### src/rtl/seq_pattern_gen.sv
// Serial frame transmitter: sync pattern, MSB-first payload, idle gap.
// Define SEQ_GEN_PARITY_EN to append one even-parity bit per frame.
module seq_pattern_gen #(
  parameter int                DATA_W   = 8,
  parameter int                SYNC_W   = 4,
  parameter logic [SYNC_W-1:0] SYNC_PAT = 4'b1001,
  parameter int                GAP      = 2
) (
  input  logic              clk,
  input  logic              rst,
  input  logic              start,
  input  logic [DATA_W-1:0] data_in,
  output logic              ready,
  output logic              busy,
  output logic              op,
  output logic              op_valid,
  output logic              frame_done
);

  localparam int MAX_SD = (SYNC_W > DATA_W) ? SYNC_W : DATA_W;
  localparam int MAXW   = (MAX_SD > GAP) ? MAX_SD : GAP;
  localparam int CW     = $clog2(MAXW) + 1;
  localparam int FW     = SYNC_W + DATA_W;

  typedef enum logic [2:0] {
    S_IDLE,
    S_SYNC,
    S_DATA,
`ifdef SEQ_GEN_PARITY_EN
    S_PAR,
`endif
    S_GAP
  } state_t;

  state_t          state, state_nxt;
  logic [CW-1:0]   cnt, cnt_nxt;
  logic [FW-1:0]   fr, fr_nxt;
  logic            op_nxt;
  logic            op_valid_nxt;
  logic            frame_done_nxt;
`ifdef SEQ_GEN_PARITY_EN
  logic            par, par_nxt;
`endif

  assign ready = (state == S_IDLE);
  assign busy  = (state != S_IDLE);

  always_ff @(posedge clk or negedge rst) begin
    if (!rst) begin
      state      <= S_IDLE;
      cnt        <= '0;
      fr         <= '0;
      op         <= 1'b0;
      op_valid   <= 1'b0;
      frame_done <= 1'b0;
    end else begin
      state      <= state_nxt;
      cnt        <= cnt_nxt;
      fr         <= fr_nxt;
      op         <= op_nxt;
      op_valid   <= op_valid_nxt;
      frame_done <= frame_done_nxt;
    end
  end

`ifdef SEQ_GEN_PARITY_EN
  always_ff @(posedge clk or negedge rst) begin
    if (!rst) par <= 1'b0;
    else      par <= par_nxt;
  end
`endif

  // The state register names the bit being driven onto op,
  // so outputs are decoded from the next state.
  always_comb begin
    state_nxt = state;
    cnt_nxt   = cnt;
    fr_nxt    = fr;
`ifdef SEQ_GEN_PARITY_EN
    par_nxt   = par;
`endif
    unique case (state)
      S_IDLE: begin
        if (start) begin
          state_nxt = S_SYNC;
          cnt_nxt   = CW'(SYNC_W - 1);
          fr_nxt    = {SYNC_PAT, data_in};
`ifdef SEQ_GEN_PARITY_EN
          par_nxt   = ^data_in;
`endif
        end
      end
      S_SYNC: begin
        if (cnt == '0) begin
          state_nxt = S_DATA;
          cnt_nxt   = CW'(DATA_W - 1);
        end else begin
          cnt_nxt   = cnt - CW'(1);
        end
      end
      S_DATA: begin
        if (cnt == '0) begin
`ifdef SEQ_GEN_PARITY_EN
          state_nxt = S_PAR;
          cnt_nxt   = '0;
`else
          state_nxt = S_GAP;
          cnt_nxt   = CW'(GAP - 1);
`endif
        end else begin
          cnt_nxt   = cnt - CW'(1);
        end
      end
`ifdef SEQ_GEN_PARITY_EN
      S_PAR: begin
        state_nxt = S_GAP;
        cnt_nxt   = CW'(GAP - 1);
      end
`endif
      S_GAP: begin
        if (cnt == '0) begin
          state_nxt = S_IDLE;
          cnt_nxt   = '0;
        end else begin
          cnt_nxt   = cnt - CW'(1);
        end
      end
      default: begin
        state_nxt = S_IDLE;
        cnt_nxt   = '0;
      end
    endcase

    op_nxt = 1'b0;
    unique case (1'b1)
      (state_nxt == S_SYNC),
      (state_nxt == S_DATA): begin
        op_nxt = fr_nxt[FW-1];
        fr_nxt = {fr_nxt[FW-2:0], 1'b0};
      end
`ifdef SEQ_GEN_PARITY_EN
      (state_nxt == S_PAR): op_nxt = par_nxt;
`endif
      default: ;
    endcase

    op_valid_nxt = (state_nxt != S_IDLE) && (state_nxt != S_GAP);
`ifdef SEQ_GEN_PARITY_EN
    frame_done_nxt = (state_nxt == S_PAR);
`else
    frame_done_nxt = (state_nxt == S_DATA) && (cnt_nxt == '0);
`endif
  end

endmodule

### config.mk
export PLATFORM = sky130hd
export DESIGN_NAME = seq_pattern_gen
export DESIGN_NICKNAME = d
export VERILOG_FILES = /design/src/rtl/seq_pattern_gen.sv
export SDC_FILE = /design/constraint.sdc
export NUM_CORES = 1
export LEC_CHECK = 0
export ABC_CLOCK_PERIOD_IN_PS = 2200
export BUFFER_PORTS_ARGS = -buffer_cell sky130_fd_sc_hd__buf_2
export CORE_MARGIN = 3
export CORE_UTILIZATION = 55
export DETAILED_ROUTE_END_ITERATION = 12
export GPL_TIMING_DRIVEN = 0
export PLACE_DENSITY = 0.83
export SYNTH_ARGS = -nofsm -noshare
export SYNTH_HDL_FRONTEND = slang
export SYNTH_SLANG_ARGS = --single-unit
### constraint.sdc
create_clock -name clk -period 2.2 [get_ports clk]
set_input_delay 0.44 -clock clk [delete_from_list [all_inputs] [get_ports clk]]
set_output_delay 0.44 -clock clk [all_outputs]
set_load 0.1 [all_outputs]
==> results of run 1 <==
-- layout make-up --
type | instances | area (um^2)
flip-flops and latches | 22 | 551
well taps | 25 | 31.3
fillers | 153 | 532
multi-input cells | 86 | 543
clock buffers | 3 | 22.5
plain buffers | 8 | 47.5
clock inverters | 1 | 30.0
inverters | 2 | 7.51
repair buffers | 15 | 75.1
-- metrics by stage --
stage	util, %	cell area [um^2]	instances
2_1_floorplan	-	1150	118
3_3_place_gp	68.2	1250	158
3_5_place_dp	68.2	1250	158
4_1_cts	71.1	1310	162
5_1_grt	71.1	1310	162
6_report	71.1	1310	162
-- worst max-delay path, stage by stage (launching register included) --
cell and delay (ps):
dfrtp_1 410, buf_2 200, nor3_4 170, buf_2 460
-- logic make-up after synthesis --
group / after synthesis / synth area share (%)
other: 1 / 0.328
AO/OA/AOI/OAI: 32 / 21.5
XOR/XNOR: 1 / 0.767
buffers and inverters: 10 / 4.82
AND/OR/NAND/NOR: 52 / 24.4
flip-flops: 22 / 48.2
-- flip-flops by register name (all words and copies together), names as in the netlist --
register,count
cnt,4
fr,12
state,3
op,1
frame_done,1
op_valid,1
-- metal layers --
metal	routed length (um)	share of wire, %	track usage, %	vias to the layer above
li1	-	-	-	451
met1	1040	46	24.8	439
met2	1110	49	32.4	23
met3	76	3.3	2.58	11
met4	56	2.4	7.42	0
met5	0	0	0	-
-- synthesized netlist by cell type (all sizes together) (2+ instances only) --
master,n
nand2,18
nor4,2
and2,2
o211ai,2
a21oi,20
buf,7
dfrtp,22
inv,2
nor2,17
o21ai,2
nor3,2
nor4b,3
a2111oi,2
or3b,2
nor2b,2
o21a,2
-- path summary, 6_finish.rpt --
check	start	endpoint	slack [ps]	cells past startpoint
worst max-delay path	state[2]$_DFF_PN0_	ready	210	3
worst min-delay path	rst	op$_DFF_PN0_	60	1
worst max register to register	cnt[1]$_DFF_PN0_	fr[4]$_DFF_PN0_	490	7
worst min register to register	fr[11]$_DFF_PN0_	op$_DFF_PN0_	510	2
max in group asynchronous	rst	state[0]$_DFF_PN0_	1820	1
min in group clk	data_in[7]	fr[8]$_DFF_PN0_	360	3
-- power by group through the flow --
stage | clock network (uW) | registers (uW) | logic (uW)
3_5_place_dp | 0 | 587 | 471
4_1_cts | 315 | 578 | 474
5_1_grt | 329 | 587 | 519
6_report | 310 | 579 | 473
2_1_floorplan | 0 | 626 | 333
3_3_place_gp | 0 | 578 | 454
==> key figures, run 1 <==
Floorplan
  • FP Rows: 15
  • Die X: 51.6 um
  • Die Span Y: 51.6 um
  • Initial Util: 62.1%
  • Core area: 0.00184 mm^2
  • Die area: 0.00266 mm^2
  • Io pins: 16

Synthesis
  • Synth Register Bits: 22
  • Post-synth EDFFs: 0
  • Syn Nets: 129
  • Area contributors post-synth: dfrtp_1 48%, a21oi_2 9.2%, nand2_1 5.9%
  • Share of Yosys cell area claimed by the top area cell type: 48.2%
  • Async SR Flop Fraction: 100%
  • Synth warn: 0
  • Post-synthesis sequential area ratio: 48.2%
  • Cell area after synthesis: 0.00114 mm^2
  • Post-synth top area cell: dfrtp_1
  • Synth Instances: 118
  • Netlist cell types: 36
  • Ys flop type: dfrtp_1
  • Avg Inst Size Synth: 9.68 um^2

Drt
  • DRT Wirelength: 2.29 mm
  • Vias: 924
  • DRT Pass-1 Iters: 6
  • Wire per inst: 14.1 um
  • Via density: 5.70
  • Drt drc: 0
  • DRT iter0 DRCs: 8
  • DRT antenna net count: 0

Run
  • Max-cap viol count: 0

Clocking
  • # Post-CTS Setup Buffers: 0
  • H-tree depth: 1
  • Clock Sinks: 22
  • Worst-path clk slew: 130 ps
  • CTS tree: yes
  • CTS buffer count: 3
  • Post-CTS Resized: 0
  • Worst-Skew Late Latency: 310 ps
  • Post-cts hold buffer count: 0
  • Root Driver: clkbuf_4
  • CTS Buffer Depth: 2

Timing
  • Post-route clock period utilization: 90.5%
  • Setup_tns: 0 ps
  • Final hold slack: 60.0 ps
  • Maximum operating frequency: 0.502 GHz
  • Final-report hold violation count: 0
  • Setup violators final: 0
  • RSZ-0062 raised after global routing: false
  • Final worst slack: 208 ps
  • Final Skew: 6.77 ps
  • Pins over their slew limit: 0
  • Tmin final: 1990 ps

Placed design
  • RD Place Congestion: 0.850
  • Port Buffers: 15
  • Post-Place Worst Slack: 505 ps
  • DP HPWL: 1.62 mm

Global routing
  • Global-route wire length before repair: 3.83 mm
  • Vias in the first global route: 873
  • Remaining Overflow, GRT: 0
  • Largest net degree at the start of global routing: 23
  • Initial antenna violation count: 0
  • Total global-route track usage: 19.2%

Critical path
  • Worst Setup Start Kind: register
  • Worst setup path class: register to output port
  • Crit path required time: 1760 ps
  • CP Data Arrival Time: 1550 ps
  • Worst-path fanout max: 10
  • CP Capture Type: output port

Power and ir drop
  • Internal power: 855 uW
  • NetSw: 508 uW
  • Total chip power: 1360 uW
  • Clock group share of total power: 22.8%
  • Comb power frac: 34.7%
  • Part of the power in registers: 42.5%
  • Maximum VDD drop: 564 uV
  • Pwr per Cell Area: 1040 mW/mm^2
  • Leakage: 0.000573 uW
  • Switching part of the total: 37.3%

Cells and area
  • Antenna cells: 0
  • Layout cells sized above 1: 32.1%
  • Most common cell after layout, fill and taps aside: dfrtp_1
  • Area added between synthesis and finish: 14.5%
  • Most frequent cells in the layout: 22 x dfrtp_1, 20 x buf_2, 18 x nand2_1
  • Post-layout nets: 149

Hold path
  • Worst hold path class: input port to asynchronous set/reset pin

Outcome
  • Outcome: completed
No activity file was read; power rests on OpenSTA's default activity.
==> run 2, diff against run 1 <==
Settings changed: SETUP_SLACK_MARGIN from default to 0.5.
==> run 2 against run 1 <==
Compared with the run above: critical path depth unchanged; cell area up 15%; count of clock-buffer cells in the layout stayed put; utilization grew 11 points; first-iteration DRC count grew 110%; clock skew rose by 1.5 ps; hold slack better by 17 ps; sequential share of layout area is 5.3 points lower; die area is the same.
==> key figures, run 2 (synthesized netlist as in run 1, its figures left out) <==
Power and ir drop
  • Pwr per Cell Area: 914 mW/mm^2 (was 1040 mW/mm^2)
  • Part of the power in registers: 43.7% (was 42.5%)
  • Maximum VDD drop: 607 uV (was 564 uV)
  • Clock group share of total power: 12.8% (was 22.8%)
  • Comb power frac: 43.5% (was 34.7%)
  • Internal power: 827 uW (was 855 uW)
  • Switching part of the total: 40.0% (was 37.3%)
  • Leakage: 0.000650 uW (was 0.000573 uW)
  • NetSw: 551 uW (was 508 uW)

Cells and area
  • Layout Utilization: 82.0% (was 71.1%)
  • Antenna cells: 0 (unchanged)
  • Fillers: 108 (was 153)
  • Layout cells sized above 1: 41.5% (was 32.1%)
  • Register area: 554 um^2 (was 551 um^2)
  • Area added between synthesis and finish: 32.0% (was 14.5%)
  • Post-layout nets: 160 (was 149)
  • Area of the multi-input gates: 612 um^2 (was 543 um^2)
  • Biggest registers after layout: fr: 12 flops, cnt: 4 flops, state: 3 flops (unchanged)
  • Most frequent cells in the layout: 19 x dfrtp_1, 17 x nand2_1, 17 x nor2_1 (was 22 x dfrtp_1, 20 x buf_2, 18 x nand2_1)
  • Reg with most FFs: fr (unchanged)
  • Largest register FFs: 12 (unchanged)
  • Most common cell after layout, fill and taps aside: dfrtp_1 (unchanged)

Global routing
  • Initial antenna violation count: 0 (unchanged)
  • Met1 Use GR: 27.8% (was 24.8%)
  • Total global-route track usage: 19.9% (was 19.2%)
  • Global-route wire length before repair: 4.01 mm (was 3.83 mm)
  • Largest net degree at the start of global routing: 23 (unchanged)
  • Vias in the first global route: 877 (was 873)
  • GRT busiest layer: met2 (unchanged)
  • Met2 GRT Util: 32.6% (was 32.4%)
  • Remaining Overflow, GRT: 0 (unchanged)
  • M3 GR Usage: 3.44% (was 2.58%)

Critical path
  • CP Capture Type: output port (unchanged)
  • Worst setup path class: register to output port (unchanged)
  • Worst-path cell chain: nor3_4, inv_2, buf_12 (was buf_2, nor3_4, buf_2)
  • Critical-path top delay cell: dfrtp_2 (was buf_2)
  • Crit path required time: 1760 ps (about the same)
  • CP Data Arrival Time: 1320 ps (was 1550 ps)
  • CP peak stage delay: 470 ps (was 460 ps)
  • Worst Setup Start Kind: register (unchanged)
  • Worst-path fanout max: 6 (was 10)

Floorplan
  • Die area: 0.00266 mm^2 (unchanged)
  • Io pins: 16 (unchanged)
  • Initial Util: 62.1% (unchanged)
  • Die X: 51.6 um (unchanged)
  • Die Span Y: 51.6 um (unchanged)
  • Core area: 0.00184 mm^2 (unchanged)
  • FP Rows: 15 (unchanged)

Timing
  • Tmin final: 1760 ps (was 1990 ps)
  • Final-report hold violation count: 0 (unchanged)
  • Final worst slack: 441 ps (was 208 ps)
  • RSZ-0062 raised after global routing: true (was false)
  • Maximum operating frequency: 0.569 GHz (was 0.502 GHz)
  • Setup_tns: 0 ps (unchanged)
  • Final hold slack: 77.3 ps (was 60.0 ps)
  • Final Skew: 8.26 ps (was 6.77 ps)
  • Post-route clock period utilization: 79.9% (was 90.5%)
  • Pins over their slew limit: 0 (unchanged)
  • Setup violators final: 0 (unchanged)

Clocking
  • Clock Sinks: 22 (unchanged)
  • CTS tree: yes (unchanged)
  • Root Driver: clkbuf_4 (unchanged)
  • CTS buffer count: 3 (unchanged)
  • CTS Buffer Depth: 2 (unchanged)
  • Worst-Skew Late Latency: 300 ps (was 310 ps)
  • H-tree depth: 1 (unchanged)
  • Worst-path clk slew: 120 ps (was 130 ps)

Hold path
  • Worst hold path class: input port to asynchronous set/reset pin (unchanged)

Drt
  • Vias: 955 (was 924)
  • Wire per inst: 14.9 um (was 14.1 um)
  • Drt drc: 0 (unchanged)
  • DRT Wirelength: 2.56 mm (was 2.29 mm)
  • DRT iter0 DRCs: 17 (was 8)
  • DRT Pass-1 Iters: 4 (was 6)
  • DRT antenna net count: 0 (unchanged)
  • Via density: 5.55 (was 5.70)

Placed design
  • DP HPWL: 1.51 mm (was 1.62 mm)
  • RD Place Congestion: 0.842 (was 0.850)
  • Port Buffers: 15 (unchanged)
  • Post-Place Worst Slack: 535 ps (was 505 ps)

Outcome
  • Outcome: completed (unchanged)

Run
  • Max-cap viol count: 0 (unchanged)
==> run 2: changes by cell type in the layout (fill, tap and decap cells not counted), moves of 2 or more <==
cell,previous run,this run
buf_4,1,12
a21oi_4,0,6
buf_2,20,14
a21oi_2,12,7
dfrtp_1,22,19
dfrtp_2,0,3
buf_12,0,2
buf_6,1,3
==> run 2: layout make-up <==
type / instances / area share, %
Sequential cell: 22 / 36.8
Buffer: 8 / 5.15
Multi-Input combinational cell: 86 / 40.6
Inverter: 2 / 0.664
Timing Repair Buffer: 26 / 13.3
Tap cell: 25 / 2.07
Clock buffer: 3 / 1.49
==> run 2: per-stage QoR <==
step	cells	total power, uW	area (um^2)
5_1_grt	172	1470	1510
6_report	172	1380	1510
4_1_cts	164	1260	1340
2_1_floorplan	118	967	1170
3_5_place_dp	158	1060	1270
3_3_place_gp	158	1040	1270
==> run 2: routing by layer <==
metal  up-vias  share of wire, %
met5         -                 0
met4         0              0.39
met3         2               4.3
met2        25                50
met1       455                46
li1        473                 -
==> run 2: power groups by stage <==
stage / clock network (uW) / registers, uW / logic (uW)
final: 177 / 601 / 599
after global routing: 202 / 612 / 651
after CTS: 183 / 576 / 501
after detailed placement: 0 / 585 / 474
after global placement: 0 / 580 / 461
after floorplan: 0 / 628 / 340
==> run 2: final timing paths <==
path	startpoint	slack, ps	depth (start not counted)	endpoint
max in group asynchronous	rst	1770	1	state[1]$_DFF_PN0_
min in group clk	data_in[2]	370	3	fr[3]$_DFF_PN0_
worst min-delay path	rst	80	1	op_valid$_DFF_PN0_
worst max-delay path	state[1]$_DFF_PN0_	440	3	busy
worst max register to register	cnt[0]$_DFF_PN0_	500	5	frame_done$_DFF_PN0_
worst min register to register	fr[8]$_DFF_PN0_	520	2	fr[9]$_DFF_PN0_
==> run 2: critical path: cells and delay by family, from the launching register on <==
family | cells | cell delay, ps
simple gates | 1 | 300
flops | 1 | 470
buf+inv | 2 | 250
==> run 2: timing repair <==
| item | in CTS | in global routing |
|---|---|---|
| endpoints found under the setup margin | 2 | 14 |
| gates cloned | 0 | 1 |
| resized for setup | 8 | 19 |
| pin swaps | 1 | 9 |
| setup buffers | 3 | 7 |
| hold buffers | 0 | 0 |
==> run 3, diff against run 2 <==
Settings changed: ABC_AREA from default to 1, ABC_CLOCK_PERIOD_IN_PS 2200 to 1700, CORE_ASPECT_RATIO from default to 0.6, CORE_UTILIZATION 55 to 56, PLACE_DENSITY 0.83 to 0.84.
Clock period 2.2 ns to 1.7 ns, I/O delays scaled along.
==> run 3 against run 2 <==
Compared with the run above: non-clock buffer count decreased by 1; critical endpoint is now fr[4]$_DFF_PN0_; final cell count increased by 34%; critical path type is now register to register; largest cell class unchanged; global-route usage increased by 4.1 points; cell area increased by 9.3%; clock power increased by 120%.
==> key figures, run 3 <==
Outcome
  • Outcome: completed (unchanged)

Synthesis
  • Synth Instances: 170 (was 118)
  • Netlist cell types: 23 (was 36)
  • Synth warn: 0 (unchanged)
  • Async SR Flop Fraction: 100% (unchanged)
  • Share of Yosys cell area claimed by the top area cell type: 44.8% (was 48.2%)
  • Most frequent cell after synthesis: nand2_1 (was dfrtp_1)
  • Avg Inst Size Synth: 7.23 um^2 (was 9.68 um^2)
  • Area contributors post-synth: dfrtp_1 45%, nand2_1 21%, nand3_1 7.7% (was dfrtp_1 48%, a21oi_2 9.2%, nand2_1 5.9%)
  • Post-synthesis sequential area ratio: 44.8% (was 48.2%)
  • Post-synth EDFFs: 0 (unchanged)
  • Synth cell count leaders: 70 x nand2_1, 22 x dfrtp_1, 19 x nand3_1 (was 22 x dfrtp_1, 18 x nand2_1, 17 x nor2_1)
  • Ys flop type: dfrtp_1 (unchanged)
  • Cell area after synthesis: 0.00123 mm^2 (was 0.00114 mm^2)
  • Synth Register Bits: 22 (unchanged)
  • Post-synth top area cell: dfrtp_1 (unchanged)
  • Syn Nets: 181 (was 129)

Hold path
  • Worst hold path class: input port to asynchronous set/reset pin (unchanged)

Cells and area
  • Reg with most FFs: fr (unchanged)
  • Most common cell after layout, fill and taps aside: nand2_1 (was dfrtp_1)
  • Layout cells sized above 1: 36.6% (was 41.5%)
  • Antenna cells: 0 (unchanged)
  • Largest register FFs: 12 (unchanged)
  • Fillers: 106 (was 108)
  • Most frequent cells in the layout: 69 x nand2_1, 17 x nand3_1, 17 x dfrtp_1 (was 19 x dfrtp_1, 17 x nand2_1, 17 x nor2_1)
  • Biggest registers after layout: fr: 12 flops, cnt: 4 flops, state: 3 flops (unchanged)
  • Area added between synthesis and finish: 34.0% (was 32.0%)
  • Post-layout nets: 214 (was 160)

Critical path
  • Worst-path cell chain: buf_4, nor2_2, nand2_2, nand2_2, nor2_2, o21ai_4, buf_6, nand2_1, nand2_1 (was nor3_4, inv_2, buf_12)
  • CP peak stage delay: 460 ps (was 470 ps)
  • CP Capture Type: register (was output port)
  • Crit path buf inv count: 2 (unchanged)
  • Critical-path top delay cell: dfrtp_2 (unchanged)
  • Crit path required time: 1910 ps (was 1760 ps)
  • Worst-path fanout max: 5 (was 6)
  • CP top delay family: simple AND/OR/NAND/NOR gates (was flip-flops)
  • Worst setup path class: register to register (was register to output port)
  • CP Data Arrival Time: 1880 ps (was 1320 ps)
  • Worst Setup Start Kind: register (unchanged)

Timing
  • Final hold slack: 29.7 ps (was 77.3 ps)
  • Setup_tns: 0 ps (unchanged)
  • Final worst slack: 29.3 ps (was 441 ps)
  • Measured slew at the worst slew-check pin: 507 ps
  • Tmin final: 1670 ps
  • Pins over their slew limit: 0 (unchanged)
  • Setup violators final: 0 (unchanged)
  • Final-report hold violation count: 0 (unchanged)
  • Final Skew: 4.36 ps (was 8.26 ps)
  • Post-route clock period utilization: 98.3%
  • Relative slew slack: 66.2%
  • RSZ-0062 raised after global routing: true (unchanged)
  • Maximum operating frequency: 0.599 GHz

Placed design
  • DP HPWL: 2.06 mm (was 1.51 mm)
  • Port Buffers: 15 (unchanged)
  • Post-Place Worst Slack: 96.5 ps (was 535 ps)
  • RD Place Congestion: 0.860 (was 0.842)

Global routing
  • Total global-route track usage: 24.0% (was 19.9%)
  • Largest net degree at the start of global routing: 23 (unchanged)
  • Initial antenna violation count: 0 (unchanged)
  • Global-route wire length before repair: 5.00 mm (was 4.01 mm)
  • Remaining Overflow, GRT: 0 (unchanged)
  • Vias in the first global route: 1085 (was 877)

Floorplan
  • Die Span Y: 42.3 um (was 51.6 um)
  • Io pins: 16 (unchanged)
  • FP Rows: 12 (was 15)
  • Initial Util: 62.5% (was 62.1%)
  • Die area: 0.00281 mm^2 (was 0.00266 mm^2)
  • Die X: 66.5 um (was 51.6 um)
  • Core area: 0.00197 mm^2 (was 0.00184 mm^2)

Drt
  • DRT iter0 DRCs: 113 (was 17)
  • DRT antenna net count: 0 (unchanged)
  • Drt drc: 0 (unchanged)
  • DRT Pass-1 Iters: 5 (was 4)
  • Wire per inst: 16.4 um (was 14.9 um)
  • DRT Wirelength: 3.76 mm (was 2.56 mm)
  • Via density: 5.58 (was 5.55)
  • Vias: 1283 (was 955)

Power and ir drop
  • Leakage: 0.000907 uW (was 0.000650 uW)
  • Comb power frac: 42.2% (was 43.5%)
  • NetSw: 750 uW (was 551 uW)
  • Internal power: 1150 uW (was 827 uW)
  • Pwr per Cell Area: 1160 mW/mm^2 (was 914 mW/mm^2)
  • Maximum VDD drop: 655 uV (was 607 uV)
  • Switching part of the total: 39.4% (was 40.0%)
  • Clock group share of total power: 20.1% (was 12.8%)
  • Part of the power in registers: 37.8% (was 43.7%)

Run
  • Max-cap viol count: 0 (unchanged)

Clocking
  • Clock Sinks: 22 (unchanged)
  • Worst-Skew Late Latency: 270 ps (was 300 ps)
  • CTS buffer count: 3 (unchanged)
  • Worst-path clk slew: 80 ps (was 120 ps)
  • H-tree depth: 1 (unchanged)
  • CTS tree: yes (unchanged)
  • Root Driver: clkbuf_8 (was clkbuf_4)
  • Post-cts hold buffer count: 0 (unchanged)
  • CTS Buffer Depth: 2 (unchanged)
[run 3: cell count changes after synthesis, moves of 6 or more]
cell,change
nand2_1,+52
a21oi_1,-7
a21oi_2,-12
inv_1,+13
nand3_1,+18
nand2_2,+6
[run 3: per-layer routing]
layer | track usage, % | share of wire [%] | up-vias
met3 | 5.63 | 10 | 11
met2 | 38.9 | 48 | 84
met4 | 7.69 | 1.5 | 0
met1 | 31.6 | 40 | 608
li1 | - | - | 580
met5 | 0 | 0 | -
[run 3: timing repair]
action                                  in CTS  in global routing
buffers inserted                             5                  7
pin swaps                                    1                  5
endpoints found under the setup margin      25                 26
endpoints found under the hold margin        0                  0
cloned                                       1                  0
resized for setup                           24                 13
[run 3: worst register-to-register path: cells and delay by family (launching register included)]
family          cells  cell delay, ps
simple gates        6             630
flops               1             460
buf+inv             2             310
compound gates      1             210
[run 3: logic make-up after synthesis]
| group | count (synthesis) | share of synthesized area [%] |
|---|---|---|
| AO/OA/AOI/OAI | 7 | 4.48 |
| flip-flops | 22 | 44.8 |
| other | 1 | 0.305 |
| AND/OR/NAND/NOR | 116 | 40.9 |
| buffers and inverters | 24 | 9.56 |
[run 3: path summary, 6_finish.rpt]
kind / start / endpoint / slack [ps] / cells past startpoint
max in group asynchronous: rst / state[2]$_DFF_PN0_ / 1300 / 1
hold / removal: rst / fr[9]$_DFF_PN0_ / 30 / 1
setup / recovery: state[2]$_DFF_PN0_ / fr[4]$_DFF_PN0_ / 30 / 9
min in group clk: data_in[4] / fr[5]$_DFF_PN0_ / 400 / 5
hold reg to reg: state[2]$_DFF_PN0_ / state[0]$_DFF_PN0_ / 520 / 1
setup reg to reg: state[2]$_DFF_PN0_ / fr[4]$_DFF_PN0_ / 30 / 9
[run 3: layout make-up]
type,count,area (um^2),area share (%)
multi-input combinational,124,641,38.9
timing repair buffer,28,233,14.1
clock buffer,4,55.1,3.34
inverter,19,75.1,4.56
buffer,5,52.6,3.19
tap,28,35.0,2.13
sequential,22,557,33.8
[run 3: power groups by stage]
stage | clock network [uW] | registers, uW | logic, uW
global route | 405 | 730 | 865
CTS | 376 | 710 | 699
finish | 382 | 720 | 803
detailed placement | 0 | 714 | 626
global placement | 0 | 706 | 600
floorplan | 0 | 767 | 442
[run 3: through the flow]
step	utilization, %	total power [uW]	area (um^2)	cells
global placement	69.7	1310	1370	213
floorplan	-	1210	1260	170
detailed placement	69.7	1340	1370	213
finish	83.8	1900	1650	230
global route	83.8	2000	1650	230
CTS	78.4	1780	1540	223
